File: src/rtl/multiboot_ctrl.sv
// CPU-facing multiboot control: flash address register plus guarded reboot command
// that emits a stretched, registered REBOOT pulse for the ICAP sequencer.
module multiboot_ctrl #(
  parameter logic [7:0]  REG_MBADDR   = 8'hFB,
  parameter logic [7:0]  REG_MBCTRL   = 8'hFC,
  parameter logic [23:0] DEFAULT_ADDR = 24'h0BC000,
  parameter int          DELAY_CYCLES = 16,
  parameter int          PULSE_CYCLES = 64
) (
  input  logic        clk,
  input  logic        rst,
  input  logic [7:0]  zxuno_addr,
  input  logic        zxuno_regwr,
  input  logic        zxuno_regrd,
  input  logic [7:0]  din,
  output logic [7:0]  dout,
  output logic        oe,
  output logic [23:0] spi_addr,
  output logic        reboot
);

  localparam int CNT_MAX = (DELAY_CYCLES > PULSE_CYCLES) ? DELAY_CYCLES : PULSE_CYCLES;
  localparam int CNT_W   = $clog2(CNT_MAX + 1);
  localparam logic [CNT_W-1:0] DELAY_LOAD = CNT_W'(DELAY_CYCLES - 1);
  localparam logic [CNT_W-1:0] PULSE_LOAD = CNT_W'(PULSE_CYCLES - 1);
  localparam logic [CNT_W-1:0] CNT_ONE    = CNT_W'(1);
  localparam logic [CNT_W-1:0] CNT_ZERO   = '0;

  typedef enum logic [2:0] {
    IDLE  = 3'd0,
    UNLK1 = 3'd1,
    UNLK2 = 3'd2,
    ARM   = 3'd3,
    PULSE = 3'd4,
    DONE  = 3'd5
  } state_t;

  state_t           state_q, state_d;
  logic [CNT_W-1:0] cnt_q, cnt_d;
  logic             reboot_d;

  logic       regwr_p0, regwr_p1;
  logic       regrd_p0, regrd_p1;
  logic [7:0] addr_p0, addr_p1;
  logic [7:0] din_p0;
  logic [1:0] ptr_q;
  logic [7:0] cur_byte;

  logic wr_ev, rd_end;
  logic wr_addr, wr_ctrl, rd_addr, rd_ctrl;
  logic frozen;

  // Stage p0/p1: strobe, address and data registered together so each event sees
  // the address that was present while its strobe was high.
  always_ff @(posedge clk or posedge rst) begin
    if (rst) begin
      regwr_p0 <= 1'b0;
      regwr_p1 <= 1'b0;
      regrd_p0 <= 1'b0;
      regrd_p1 <= 1'b0;
      addr_p0  <= 8'h00;
      addr_p1  <= 8'h00;
      din_p0   <= 8'h00;
    end else begin
      regwr_p0 <= zxuno_regwr;
      regwr_p1 <= regwr_p0;
      regrd_p0 <= zxuno_regrd;
      regrd_p1 <= regrd_p0;
      addr_p0  <= zxuno_addr;
      addr_p1  <= addr_p0;
      din_p0   <= din;
    end
  end

  assign wr_ev   = regwr_p0 & ~regwr_p1;
  assign rd_end  = ~regrd_p0 & regrd_p1;
  assign wr_addr = wr_ev  && (addr_p0 == REG_MBADDR);
  assign wr_ctrl = wr_ev  && (addr_p0 == REG_MBCTRL);
  assign rd_addr = rd_end && (addr_p1 == REG_MBADDR);
  assign rd_ctrl = rd_end && (addr_p1 == REG_MBCTRL);
  assign frozen  = (state_q == ARM) || (state_q == PULSE) || (state_q == DONE);

  assign oe = zxuno_regrd && ((zxuno_addr == REG_MBADDR) || (zxuno_addr == REG_MBCTRL));

  always_comb begin
    cur_byte = spi_addr[7:0];
    case (ptr_q)
      2'd1:    cur_byte = spi_addr[15:8];
      2'd2:    cur_byte = spi_addr[23:16];
      default: cur_byte = spi_addr[7:0];
    endcase
  end

  // Byte pointer: control-register traffic resynchronises it to byte 0.
  always_ff @(posedge clk or posedge rst) begin
    if (rst) begin
      ptr_q <= 2'd0;
    end else if (wr_ctrl || rd_ctrl) begin
      ptr_q <= 2'd0;
    end else if ((wr_addr && !frozen) || rd_addr) begin
      ptr_q <= (ptr_q == 2'd2) ? 2'd0 : ptr_q + 2'd1;
    end
  end

  always_ff @(posedge clk or posedge rst) begin
    if (rst) begin
      spi_addr <= DEFAULT_ADDR;
    end else if (wr_addr && !frozen) begin
      case (ptr_q)
        2'd1:    spi_addr[15:8]  <= din_p0;
        2'd2:    spi_addr[23:16] <= din_p0;
        default: spi_addr[7:0]   <= din_p0;
      endcase
    end
  end

  always_ff @(posedge clk or posedge rst) begin
    if (rst) begin
      dout <= 8'h00;
    end else if (zxuno_regrd) begin
      if (zxuno_addr == REG_MBADDR) begin
        dout <= cur_byte;
      end else if (zxuno_addr == REG_MBCTRL) begin
        dout <= {5'b00000, state_q};
      end
    end
  end

  always_ff @(posedge clk or posedge rst) begin
    if (rst) begin
      state_q <= IDLE;
      cnt_q   <= CNT_ZERO;
      reboot  <= 1'b0;
    end else begin
      state_q <= state_d;
      cnt_q   <= cnt_d;
      reboot  <= reboot_d;
    end
  end

  always_comb begin
    state_d  = state_q;
    cnt_d    = cnt_q;
    reboot_d = reboot;
    case (state_q)
      IDLE: begin
        if (wr_ctrl && (din_p0 == 8'hA5)) state_d = UNLK1;
      end
      UNLK1: begin
        if (wr_ctrl) state_d = (din_p0 == 8'h5A) ? UNLK2 : IDLE;
      end
      UNLK2: begin
        if (wr_ctrl) begin
          if (din_p0 == 8'h01) begin
            state_d = ARM;
            cnt_d   = DELAY_LOAD;
          end else begin
            state_d = IDLE;
          end
        end
      end
      ARM: begin
        if (cnt_q == CNT_ZERO) begin
          reboot_d = 1'b1;
          cnt_d    = PULSE_LOAD;
          state_d  = PULSE;
        end else begin
          cnt_d = cnt_q - CNT_ONE;
        end
      end
      PULSE: begin
        if (cnt_q == CNT_ZERO) begin
          reboot_d = 1'b0;
          state_d  = DONE;
        end else begin
          cnt_d = cnt_q - CNT_ONE;
        end
      end
      DONE: begin
        state_d = DONE;
      end
      default: begin
        state_d  = IDLE;
        reboot_d = 1'b0;
      end
    endcase
  end

endmodule
File: config.mk
export PLATFORM = sky130hd
export DESIGN_NAME = multiboot_ctrl
export DESIGN_NICKNAME = d
export VERILOG_FILES = /design/src/rtl/multiboot_ctrl.sv
export SDC_FILE = /design/constraint.sdc
export NUM_CORES = 1
export LEC_CHECK = 0
export BUFFER_PORTS_ARGS = -buffer_cell sky130_fd_sc_hd__buf_2
export CORE_MARGIN = 5
export CORE_UTILIZATION = 40
export CTS_BUF_LIST = sky130_fd_sc_hd__clkbuf_8
export DETAILED_ROUTE_END_ITERATION = 8
export GPL_ROUTABILITY_DRIVEN = 0
export SYNTH_ARGS = -nofsm -noshare
export SYNTH_HDL_FRONTEND = slang
export SYNTH_SLANG_ARGS = --single-unit
File: constraint.sdc
create_clock -name clk -period 2.7 [get_ports clk]
set_input_delay 0.405 -clock clk [delete_from_list [all_inputs] [get_ports clk]]
set_output_delay 0.405 -clock clk [all_outputs]
set_load 0.02 [all_outputs]
# Word level (Yosys, flattened, before mapping)

Index checks and enable logic that the tools add are counted.

Equal/unequal tests: 23
Bitwise operators: 6
$add $sub $neg: 2
Muxes and demuxes: 22
Reduce and logical (&&, ||, !) cells: 27

Operators with widths:

| operator                                                                 | number |
|---|---|
| 8-bit equality test (second input constant)                              | 7 |
| 7-bit 2-to-1 mux                                                         | 4 |
| 7-bit case mux with 3 select lines                                       | 1 |
| 3-bit case mux with 6 select lines                                       | 1 |
| 8-bit 2-to-1 mux                                                         | 2 |
| 8-bit case mux with 2 select lines                                       | 1 |
| 3-bit 2-to-1 mux                                                         | 5 |
| 2-bit 2-to-1 mux                                                         | 5 |
| 2-bit inequality test (second input constant)                            | 5 |
| 8-bit by 1-bit equality test with 1-bit output (second input constant)   | 1 |
| 8-bit by 7-bit equality test with 1-bit output (second input constant)   | 1 |
| 2-bit AND reduction                                                      | 4 |
| 1-bit logical AND                                                        | 7 |
| 7-bit logical NOT                                                        | 1 |
| 7-bit by 1-bit subtractor with 7-bit output (second input constant)      | 1 |
| 3-bit by 2-bit equality test with 1-bit output (second input constant)   | 2 |
| 3-bit equality test (second input constant)                              | 2 |
| 1-bit logical OR                                                         | 5 |
| 5-bit AND reduction                                                      | 1 |
| 2-bit by 1-bit inequality test with 1-bit output (second input constant) | 2 |
| 1-bit inverter                                                           | 4 |
| 4-bit AND reduction                                                      | 1 |
| 2-bit nonzero test                                                       | 2 |
| 4-bit OR reduction                                                       | 1 |
| other kinds (12)                                                         | 14 |

Logic and storage cells: 95
Register bits: 73
Output and inout bits: 34
Input port bits: 20

# Logic depth before layout (Yosys ltp)

Depth in word-level cells: 8
Mapped depth: 7
Gate-level depth less buffers: 7

# Least setup slack after synthesis

No wires, ideal clock.

Path kind: register to register
Start: reg din_p0[1]
End: reg cnt_q[6]
Buffers on the path: 0
Cell stages (with the launch flop): 6
Setup slack: 0.848 ns
Clock period less this slack: 1.852 ns
Arrival time: 1.724 ns
Data required time: 2.572 ns
Cells stage by stage: dfrtp_1 > or4b_4 > nor3_4 > nand3_1 > a21oi_1 > mux2_1

Cells in the longest elaborated chain, start to end: 3

Ends and longest elaborated chain:

| item                                           | line | source |
|---|---|---|
| from (decl)                                    | 45   | `logic [7:0] din_p0;` |
| from (signal assigned)                         | 71   | `din_p0 <= din;` |
| 8-bit by 1-bit equality test with 1-bit output | 154  | `if (din_p0 == 8'h01) begin` |
| 2-bit inequality test (no line)                | n/a  |  |
| 4-bit AND reduction (no line)                  | n/a  |  |
| to (signal assigned)                           | 136  | `cnt_q <= cnt_d;` |
| to (decl)                                      | 39   | `logic [CNT_W-1:0] cnt_q, cnt_d;` |

Every way passes these cells.
A chain may end at the register's enable or synchronous reset.

# Worst setup path in the final report

Start: reg state_q[2]
End: reg cnt_q[6]

Cells in the longest elaborated chain, start to end: 3
Elaborated cells on any way between the ends: 9
Those cells by class: eq/ne (6); mux (1); reduce/logical (2)

Ends and longest elaborated chain:

| item                                                                                         | line | source |
|---|---|---|
| from (decl)                                                                                  | 38   | `state_t state_q, state_d;` |
| from (signal assigned)                                                                       | 135  | `state_q <= state_d;` |
| 3-bit by 2-bit equality test with 1-bit output / 3-bit equality test (equally long branches) | 145  | `case (state_q)` |
| 2-bit inequality test (no line) / 3-bit nonzero test (equally long branches)                 | n/a  |  |
| 4-bit AND reduction (no line)                                                                | n/a  |  |

Several ways; a longest one is shown, not always the timed one.

==> flow_summary.yaml <==
synthesis:
  synth_compound_area_share_pct: 12.3
  syn-mean-instance-area_um2: 11.9
  seq_area_frac_synth_pct: 57.6
  synth-seq-cells: 73
  synth_top_area_cell: "dfrtp_1"
  synthXorXnorAreaFrac_pct: 0
  synth_top_family_by_area: "simple AND/OR/NAND/NOR gates"
  synth_cell_types: 53
  synth_simple_gate_area_share_pct: 16.2
  synth_mux_area_share_pct: 9.47
  postSynthCellCount: 268
  syn-num-nets: 293
  async_reset_ff_share_pct: 100
  synth_area_um2: 3180
  synth_top_area_share_pct: 53.4
  ys_warn_count: 0
  synth_adder_area_share_pct: 1.96
  synth_edf_count: 0
  synth_ff_type: "dfrtp_1"
  synthTopCellsByArea: "dfrtp_1 (53%), mux2_2 (7.8%), dfstp_2 (4.1%), nor2_1 (3.5%), a21oi_1 (2.4%)"
setup_path:
  slowest_stage: "or4b_1"
  crit_type: "reg -> reg"
  crit_family: "simple AND/OR/NAND/NOR gates"
  path_cells: "or4b_1, nor4_1, nand3_1, a21oi_1, mux2_1"
  cp.required_ns: 2.93
  cp_max_fo: 13
  start_kind: "flip-flop"
  critPathMaxStageDelay_ns: 0.60
  path_buf_inv: 0
  cp-end-kind: "flip-flop"
  critPathArrivalTime_ns: 2.49
placed_design:
  dp_hpwl_um: 5230
  portBuffers: 53
  post_dp_cell_area_um2: 3560
timing:
  hold_viol: 0
  clock.fmax_mhz: 443
  fin_crit_sh_pct: 83.6
  max_slew_margin_pct: 56.4
  setup_viol: 0
  slew_violations: 0
  tightest_slew_ns: 0.654
  fin_worst_skew_ns: 0.0127
  finalSetupTns_ns: 0
  rsz0062_at_grt: "no"
  fin_crit_ns: 2.26
layout:
  area_delta_synth_final_pct: 18.7
  regArea_um2: 1830
  multi_input_area_um2: 1270
  fill_cells: 696
  final_cell_mix: "dfrtp_1 (68), buf_2 (53), nor2_1 (30)"
  drive_gt1_share_pct: 33.4
  n_antenna_cell: 0
  final_area_um2: 3780
  final_common_cell: "dfrtp_1"
  nNetsFinal: 352
floorplanning:
  num_io_pins: 54
  core_area_um2: 7730
  num_rows: 32
  die_h_um: 99.2
  fp.dieArea_um2: 9850
  start_util_pct: 41.2
  fp.dieW_um: 99.2
clock_tree:
  postCtsSetupBuffers: 0
  cts_hold_buf: 0
  cts_tree: "built"
  cts_made_buffers: 9
  cts.sinks: 73
  clk_latency_ns: 0.35
  path_clk_slew_ns: 0.09
  ctsLongestPathBuffers: 2
  htreeDepth: 3
  cts_root_buf: "clkbuf_8"
  ctsResizeCount: 0
grt:
  grtUsageTotal_pct: 15.7
  grt_max_degree: 27
  grt_pass1_vias: 2405
  antenna_found_initial: 0
  grt_pass1_wl_um: 12100
  overflow: 0
power_and_ir_drop:
  cell_internal_pwr_mw: 1.76
  powerDensity_nw_per_um2: 640
  p_leak_nw: 1.81
  ir_worst_vdd_mv: 0.424
  switchingPower_mw: 0.657
  clkPwrFrac_pct: 39.2
  p_comb_share_pct: 11.4
  pwr-share-seq_pct: 49.4
  switching_share_pct: 27.2
min_path:
  worstHoldPathType: "in -> async"
routing:
  drc: 0
  drtIter0Drc: 99
  drt_pass1_iterations: 4
  vias: 2244
  antenna_left: 0
  viasPerCell: 5.17
  wire_per_inst_um: 16.4
  routed_wirelength_um: 7120
outcome:
  status: "complete, no violations"
run:
  drv_cap: 0
-- power by group through the flow --
stage | Sequential (mW) | Clock, mW | Combinational [mW]
2_1_floorplan | 1.21 | 0 | 0.194
3_3_place_gp | 1.22 | 0 | 0.274
3_5_place_dp | 1.22 | 0 | 0.278
4_1_cts | 1.20 | 0.965 | 0.278
5_1_grt | 1.21 | 1.02 | 0.313
6_report | 1.20 | 0.949 | 0.275
-- per-layer routing --
layer	vias to the layer above	routed length (µm)	track usage, %
li1	1089	-	-
met1	1079	3320	21.5
met2	68	3260	23.2
met3	8	463	5.96
met4	0	75	4.41
met5	-	0	0
-- stage by stage --
step | std cells | hold slack, ns | util, % | total power, mW | setup WS (ns)
after CTS | 434 | 0.0994 | 48.9 | 2.44 | 0.489
after floorplan | 268 | 0.345 | - | 1.40 | 0.450
final | 434 | 0.0795 | 48.9 | 2.42 | 0.442
after global placement | 418 | 0.351 | 46.0 | 1.49 | 0.499
after detailed placement | 418 | 0.371 | 46.0 | 1.49 | 0.511
after global routing | 434 | 0.119 | 48.9 | 2.54 | 0.318
-- layout make-up --
| class | instances | share of cell area (%) |
|---|---|---|
| inverter | 10 | 0.993 |
| multi-input combinational | 177 | 33.7 |
| sequential | 73 | 48.5 |
| tap | 102 | 3.38 |
| clock buffer | 9 | 3.28 |
| clock inverter | 7 | 2.55 |
| timing repair buffer | 56 | 7.62 |
-- synthesized netlist by cell type, types with 2 or more instances --
cell       n
a22o_1     7
nand3b_1   3
mux2_1     3
a221oi_1   3
a21oi_1   15
nand2_1   18
mux2i_1    2
ha_1       5
nor4_1     2
o21ai_0    7
nor3_4     2
nor2_1    30
o21a_1     2
dfstp_2    5
mux2_2    22
nand2b_1   2
clkbuf_1   6
o31ai_1    2
inv_1     10
dfrtp_1   68
nand4_1    3
nor3_1     6
a22oi_1    8
nand3_1    5
a31oi_1    4
-- path summary, 6_finish.rpt --
| check | slack, ns | from | depth (start not counted) | endpoint |
|---|---|---|---|---|
| min | 0.08 | rst | 2 | spi_addr[21]$_DFFE_PP0P_ |
| min in group clk | 0.15 | zxuno_regwr | 1 | regwr_p0$_DFF_PP0_ |
| max reg2reg | 0.44 | state_q[2]$_DFFE_PP0P_ | 5 | cnt_q[6]$_DFFE_PP0P_ |
| max in group asynchronous | 1.84 | rst | 3 | spi_addr[14]$_DFFE_PP1P_ |
| max | 0.44 | state_q[2]$_DFFE_PP0P_ | 5 | cnt_q[6]$_DFFE_PP0P_ |
| min reg2reg | 0.38 | regrd_p0$_DFF_PP0_ | 0 | regrd_p1$_DFF_PP0_ |
-- registers in the layout (all words and copies together) (netlist names) --
name	flops
reboot	1
ptr_q	2
regrd_p0	1
dout	8
din_p0	8
cnt_q	7
regwr_p1	1
regwr_p0	1
addr_p1	8
regrd_p1	1
addr_p0	8
spi_addr	24
state_q	3
-- cell families (layout without fill, tap and decap cells) --
family,Yosys count,count (layout)
flops,73,73
mux,27,27
compound gates,57,57
simple gates,88,88
buf+inv,18,82
fa+ha+maj,5,5
(Power assumes the default switching activity.)
